`src/rtl/chip8_draw_seq.sv`:
```
// chip8_draw_seq: sequences a CHIP-8 DXYN sprite draw. Fetches N sprite bytes
// starting at I through a request/grant memory port, issues one draw strobe per
// row to the display unit, ORs the per-row collision flags into VF and reports
// completion with a one-cycle done pulse.
//
// Ports:
//   clk_i          system clock, rising edge
//   reset_ni       synchronous active-low reset
//   start_i        one-cycle DXYN request, sampled only when idle
//   x_i/y_i/n_i    sprite X (0..63), Y (0..31), height (0..15)
//   i_addr_i       sprite base address (I register)
//   busy_o         operation in progress (cycle after start through done)
//   done_o         one-cycle completion pulse
//   vf_out_o       collision result, valid from done until next start
//   mem_read_o     memory read request, held until mem_gnt_i
//   mem_addr_o     read address, (I + row) mod 4096
//   mem_gnt_i      memory grant
//   mem_data_i     read data, valid the cycle after grant
//   draw_o         one-cycle row draw strobe
//   draw_x_o       sprite X for the row
//   draw_y_o       row Y, y + row (mod 32 when wrapping)
//   row_index_o    current row
//   sprite_data_o  sprite byte for the row
//   collision_i    display collision flag, combinational in the draw cycle
module chip8_draw_seq #(
  parameter bit CLIP = 1'b1
) (
  input  logic        clk_i,
  input  logic        reset_ni,
  input  logic        start_i,
  input  logic [5:0]  x_i,
  input  logic [4:0]  y_i,
  input  logic [3:0]  n_i,
  input  logic [11:0] i_addr_i,
  output logic        busy_o,
  output logic        done_o,
  output logic        vf_out_o,
  output logic        mem_read_o,
  output logic [11:0] mem_addr_o,
  input  logic        mem_gnt_i,
  input  logic [7:0]  mem_data_i,
  output logic        draw_o,
  output logic [5:0]  draw_x_o,
  output logic [4:0]  draw_y_o,
  output logic [3:0]  row_index_o,
  output logic [7:0]  sprite_data_o,
  input  logic        collision_i
);

  localparam int unsigned XW = 6;
  localparam int unsigned YW = 5;
  localparam int unsigned NW = 4;
  localparam int unsigned AW = 12;
  localparam int unsigned DW = 8;

  typedef enum logic [2:0] {
    S_IDLE,
    S_FETCH,
    S_WAIT,
    S_DRAW,
    S_DONE
  } state_e;

  state_e        state_q, state_d;
  logic [XW-1:0] x_q, x_d;
  logic [YW-1:0] y_q, y_d;
  logic [NW-1:0] n_q, n_d;
  logic [AW-1:0] i_q, i_d;
  logic [NW-1:0] row_q, row_d;
  logic          vf_acc_q, vf_acc_d;

  logic          busy_q, busy_d;
  logic          done_q, done_d;
  logic          vf_q, vf_d;
  logic          mem_read_q, mem_read_d;
  logic [AW-1:0] mem_addr_q, mem_addr_d;
  logic          draw_q, draw_d;
  logic [XW-1:0] draw_x_q, draw_x_d;
  logic [YW-1:0] draw_y_q, draw_y_d;
  logic [NW-1:0] row_idx_q, row_idx_d;
  logic [DW-1:0] sprite_q, sprite_d;

  // State and registered outputs
  always_ff @(posedge clk_i) begin
    if (!reset_ni) begin
      state_q    <= S_IDLE;
      x_q        <= '0;
      y_q        <= '0;
      n_q        <= '0;
      i_q        <= '0;
      row_q      <= '0;
      vf_acc_q   <= 1'b0;
      busy_q     <= 1'b0;
      done_q     <= 1'b0;
      vf_q       <= 1'b0;
      mem_read_q <= 1'b0;
      mem_addr_q <= '0;
      draw_q     <= 1'b0;
      draw_x_q   <= '0;
      draw_y_q   <= '0;
      row_idx_q  <= '0;
      sprite_q   <= '0;
    end else begin
      state_q    <= state_d;
      x_q        <= x_d;
      y_q        <= y_d;
      n_q        <= n_d;
      i_q        <= i_d;
      row_q      <= row_d;
      vf_acc_q   <= vf_acc_d;
      busy_q     <= busy_d;
      done_q     <= done_d;
      vf_q       <= vf_d;
      mem_read_q <= mem_read_d;
      mem_addr_q <= mem_addr_d;
      draw_q     <= draw_d;
      draw_x_q   <= draw_x_d;
      draw_y_q   <= draw_y_d;
      row_idx_q  <= row_idx_d;
      sprite_q   <= sprite_d;
    end
  end

  // Next state, operand latching, and output values derived from the next state
  always_comb begin
    state_d    = state_q;
    x_d        = x_q;
    y_d        = y_q;
    n_d        = n_q;
    i_d        = i_q;
    row_d      = row_q;
    vf_acc_d   = vf_acc_q;
    busy_d     = 1'b0;
    done_d     = 1'b0;
    vf_d       = vf_q;
    mem_read_d = 1'b0;
    mem_addr_d = mem_addr_q;
    draw_d     = 1'b0;
    draw_x_d   = draw_x_q;
    draw_y_d   = draw_y_q;
    row_idx_d  = row_idx_q;
    sprite_d   = sprite_q;

    unique case (state_q)
      S_IDLE: begin
        if (start_i) begin
          x_d      = x_i;
          y_d      = y_i;
          n_d      = n_i;
          i_d      = i_addr_i;
          row_d    = '0;
          vf_acc_d = 1'b0;
          state_d  = (n_i == '0) ? S_DONE : S_FETCH;
        end
      end
      S_FETCH: begin
        if (mem_gnt_i) state_d = S_WAIT;
      end
      S_WAIT: begin
        state_d = S_DRAW;
      end
      S_DRAW: begin
        vf_acc_d = vf_acc_q | collision_i;
        row_d    = row_q + NW'(1);
        // Last row reached, or the next row would fall off the bottom edge
        if ((row_q + NW'(1)) == n_q ||
            (CLIP && (({1'b0, y_q} + {2'b00, row_q} + 6'd1) >= 6'd32))) begin
          state_d = S_DONE;
        end else begin
          state_d = S_FETCH;
        end
      end
      S_DONE: begin
        state_d = S_IDLE;
      end
      default: begin
        state_d = S_IDLE;
      end
    endcase

    // Outputs are registered, so they are computed from the state being entered
    busy_d     = (state_d != S_IDLE);
    mem_read_d = (state_d == S_FETCH);
    done_d     = (state_d == S_DONE);
    draw_d     = (state_d == S_DRAW);

    if (state_d == S_FETCH) mem_addr_d = i_d + AW'(row_d);
    if (state_d == S_DONE)  vf_d = vf_acc_d;
    // DRAW is only entered from WAIT, where mem_data_i holds the granted byte
    if (state_d == S_DRAW) begin
      draw_x_d  = x_q;
      draw_y_d  = y_q + YW'(row_q);
      row_idx_d = row_q;
      sprite_d  = mem_data_i;
    end
  end

  assign busy_o        = busy_q;
  assign done_o        = done_q;
  assign vf_out_o      = vf_q;
  assign mem_read_o    = mem_read_q;
  assign mem_addr_o    = mem_addr_q;
  assign draw_o        = draw_q;
  assign draw_x_o      = draw_x_q;
  assign draw_y_o      = draw_y_q;
  assign row_index_o   = row_idx_q;
  assign sprite_data_o = sprite_q;

endmodule

```
`config.mk`:
```
export PLATFORM = sky130hd
export DESIGN_NAME = chip8_draw_seq
export DESIGN_NICKNAME = d
export VERILOG_FILES = /design/src/rtl/chip8_draw_seq.sv
export SDC_FILE = /design/constraint.sdc
export NUM_CORES = 1
export LEC_CHECK = 0
export CAP_MARGIN = 20
export CELL_PAD_IN_SITES_DETAIL_PLACEMENT = 1
export CELL_PAD_IN_SITES_GLOBAL_PLACEMENT = 2
export CORE_MARGIN = 3
export CORE_UTILIZATION = 30
export CTS_CLUSTER_DIAMETER = 150
export DETAILED_ROUTE_END_ITERATION = 8
export GPL_TIMING_DRIVEN = 0
export PLACE_DENSITY = 0.83
export SETUP_SLACK_MARGIN = 0.15
export SYNTH_ARGS = -nofsm -noshare
export SYNTH_HDL_FRONTEND = slang
export SYNTH_SLANG_ARGS = --single-unit
```
`constraint.sdc`:
```
create_clock -name clk_i -period 4.4 [get_ports clk_i]
set_input_delay 0.88 -clock clk_i [delete_from_list [all_inputs] [get_ports clk_i]]
set_output_delay 0.88 -clock clk_i [all_outputs]
set_load 0.05 [all_outputs]
```
==> summary.txt <==
Status: complete, no violations
Power Density: 402.2 nW/um2
DP Cell Count: 614
Largest area contributor in the netlist: dfxtp_1
CTS max path bufs: 2
VDD IR-drop max: 0.0002052 V
Detail Route Antenna Nets: 0
Part of the power in registers: 38.1%
Post-synthesis sequential area ratio: 42.72%
GR peak layer: met2
Max-slew violations: 0
Synth Warn #: 0
Ys flop type: dfxtp_1
Power share of the clock group: 44.3%
GP Congestion: 0.7832
Root buffer cell: clkbuf_16
Post-synth EDFFs: 0
Yosys reg bits: 75
Overflow after GRT: 0
CTS sink count: 75
Cells after Synth: 395
Crit Path Category: input port to register
Die height: 114.2 um
RSZ-0062 raised after global routing: no
Mapped cell area: 3515 um2
Final net count: 537
Buffers on Ports: 79
Period utilization: 90.38%
Critical Path RT: 4.63 ns
Die area: 13050 um2
Vias in the first global route: 3195
Layout Cells excl Fill: 630
Share of post-route cells with drive strength above 1: 6.531%
Via count: 2988
Max Clock Skew: 0.005630 ns
Initial antenna violation count: 0
Cell Area, Placed: 4481 um2
Hold Path Class: register to register
Core area: 11130 um2
TritonCTS Buffers: 9
Crit-path max FO: 10
Global routing usage on met3: 4.757%
Initial core utilization: 31.59%
Unique masters post-synth: 42
Detailed-route DRC error count: 0
I/O pins: 80
Post-Route WL: 9.660 mm
H-tree depth: 3
Synth area leaders: dfxtp_1, nand2_1, a21boi_0
P_leak: 1.893 nW
Worst Max-Slew Pin Slew: 0.5122 ns
Post-route cell area: 4828 um2
Post-synth ARST share: 0%
Met1 usage: 18.31%
P_int: 1.433 mW
Worst rel slew slack: 65.75%
Hold Vio Cnt, Final: 0
GR Layer Usage met2: 26.85%
Area share of the largest cell type after synthesis: 42.72%
Final setup vio count: 0
Switching power: 0.5093 mW
Crit path capture type: register
DRT Pass-1 Iters: 4
First-pass GRT wire length: 15.85 mm
FF-to-FF path depth: 14
Die W: 114.2 um
WL/cell: 15.33 um
Comb power frac: 17.6%
GR Util All Layers: 15.72%
Max Cap Viol: 0
WHS Path Cells: 2
Highest clock rate: 0.2515 GHz
Largest net degree at the start of global routing: 13
Critical Path Source Type: input port
Sw Share: 26.22%
Clock slew seen by the registers of the worst setup and hold paths: 0.06 ns
Fillers: 1305
CP Data Arrival Time: 4.21 ns
Syn Nets: 447
CTS tree: built
N_diodes: 0
Final Critical Period: 3.977 ns
Via-per-instance ratio: 4.743
Syn Area/Cell: 8.898 um2
Skew-Pair Late Insertion Delay: 0.34 ns
Initial DRC count: 56
Area grow syn2layout: 37.38%
# rows: 38
DP Wirelength: 7.235 mm
-- cell usage in the layout (no fill, tap or decap), types with 3 or more instances in the layout --
cell type        synthesis  final
buf_2                    3      3
nand2_1                 97     97
nand2b_1                 3      3
a21boi_0                36     36
dfxtp_1                 75     75
nor2b_1                 20     20
nand4_1                  3      3
clkbuf_1                13     15
a21oi_1                  9      8
a21o_1                   5      5
mux2i_1                 17     17
and2_1                  14     14
xor2_1                   9      9
bufinv_16                0      3
o21ai_0                  7      7
xnor2_1                 10     10
clkbuf_16                0      9
nand3_1                 12     12
mux2_2                   4      4
and3_1                   3      3
clkdlybuf4s50_1          0     79
ha_1                    10     10
inv_1                   10     10
nor2_1                   7      7
-- state kept, by name (all words and copies together) (netlist names) --
register,cells
busy_o,1
done_o,1
draw_o,1
draw_x_o,6
draw_y_o,5
i_q,12
mem_addr_o,12
mem_read_o,1
n_q,4
row_index_o,4
row_q,4
sprite_data_o,8
state_q,3
vf_acc_q,1
vf_out_o,1
x_q,6
y_q,5
-- logic make-up after synthesis --
kind of cell	synth area share [%]
xor gates and xnor gates	4.735
adders and majority gates	4.699
DFF	42.72
buffers and inverters	4.058
and+or+nand+nor	22.96
AOI/OAI and AO/OA	14.31
muxes	6.515
-- path summary, 6_finish.rpt --
kind	start	end	slack, ns
setup / recovery	start_i	mem_addr_o[8]	0.42
hold reg to reg	sprite_data_o[0]	sprite_data_o[0]	0.46
setup reg to reg	state_q[1]	mem_addr_o[8]	1.00
hold / removal	sprite_data_o[0]	sprite_data_o[0]	0.46
-- metal layers --
metal / share of wire, % / vias up / wire length [um]
li1: - / 1496 / -
met1: 43 / 1414 / 4199
met2: 49 / 65 / 4740
met3: 5.7 / 13 / 547
met4: 1.8 / 0 / 172
met5: 0 / - / 0
-- power groups by stage --
stage	clock network (mW)	registers (mW)	logic, mW
global route	0.909	0.746	0.372
finish	0.860	0.741	0.341
detailed placement	0	0.756	0.345
global placement	0	0.754	0.339
CTS	0.880	0.741	0.347
floorplan	0	0.812	0.162
-- what timing repair did --
item | 4_1_cts | 5_1_grt
resized for setup | 0 | 1
hold buffers | 0 | 0
setup buffers | 0 | 0
endpoints found under the setup margin | 0 | 2
-- critical path, cell delays in order --
cell and delay [ns]:
clkdlybuf4s50_1 0.55, or4b_1 0.45, buf_2 0.20, buf_1 0.27, nand2_1 0.14, nand2_1 0.09
ha_1 0.25, fa_1 0.42, a21o_1 0.21, a21oi_2 0.26, a221oi_4 0.07, xnor2_1 0.18
mux2i_1 0.08, and2_1 0.15
-- cell usage after synthesis, types with 4 or more instances --
master    instances
clkbuf_1         13
nand3_1          12
and2_1           14
o21ai_0           7
inv_1            10
a21boi_0         36
mux2i_1          17
xor2_1            9
a21o_1            5
nand2_1          97
a21oi_1           9
xnor2_1          10
dfxtp_1          75
nor2b_1          20
ha_1             10
mux2_2            4
nor2_1            7
-- final cells by class --
cell class                      instances  area [um2]  share of cell area (%)
Clock buffer                           12       246.5                   5.105
Buffer                                 21       105.1                   2.177
Sequential cell                        75        1501                   31.10
Multi-Input combinational cell        289        1874                   38.82
Tap cell                              140       175.2                   3.628
Timing Repair Buffer                   79       790.8                   16.38
Inverter                               10       37.54                  0.7774
Clock inverter                          4       97.59                   2.021
-- through the flow --
stage	power [mW]	utilization [%]	setup TNS (ns)	worst slack (ns)	hold slack [ns]
5_1_grt	2.027	43.40	0	0.2753	0.4908
6_report	1.942	43.40	0	0.4234	0.4637
3_3_place_gp	1.093	40.27	0	0.01233	0.4483
4_1_cts	1.968	43.36	0	0.2907	0.4690
3_5_place_dp	1.100	40.27	-0.05035	-0.05035	0.4607
2_1_floorplan	0.9740	-	0	0.9586	0.4412
(Power assumes the default switching activity.)
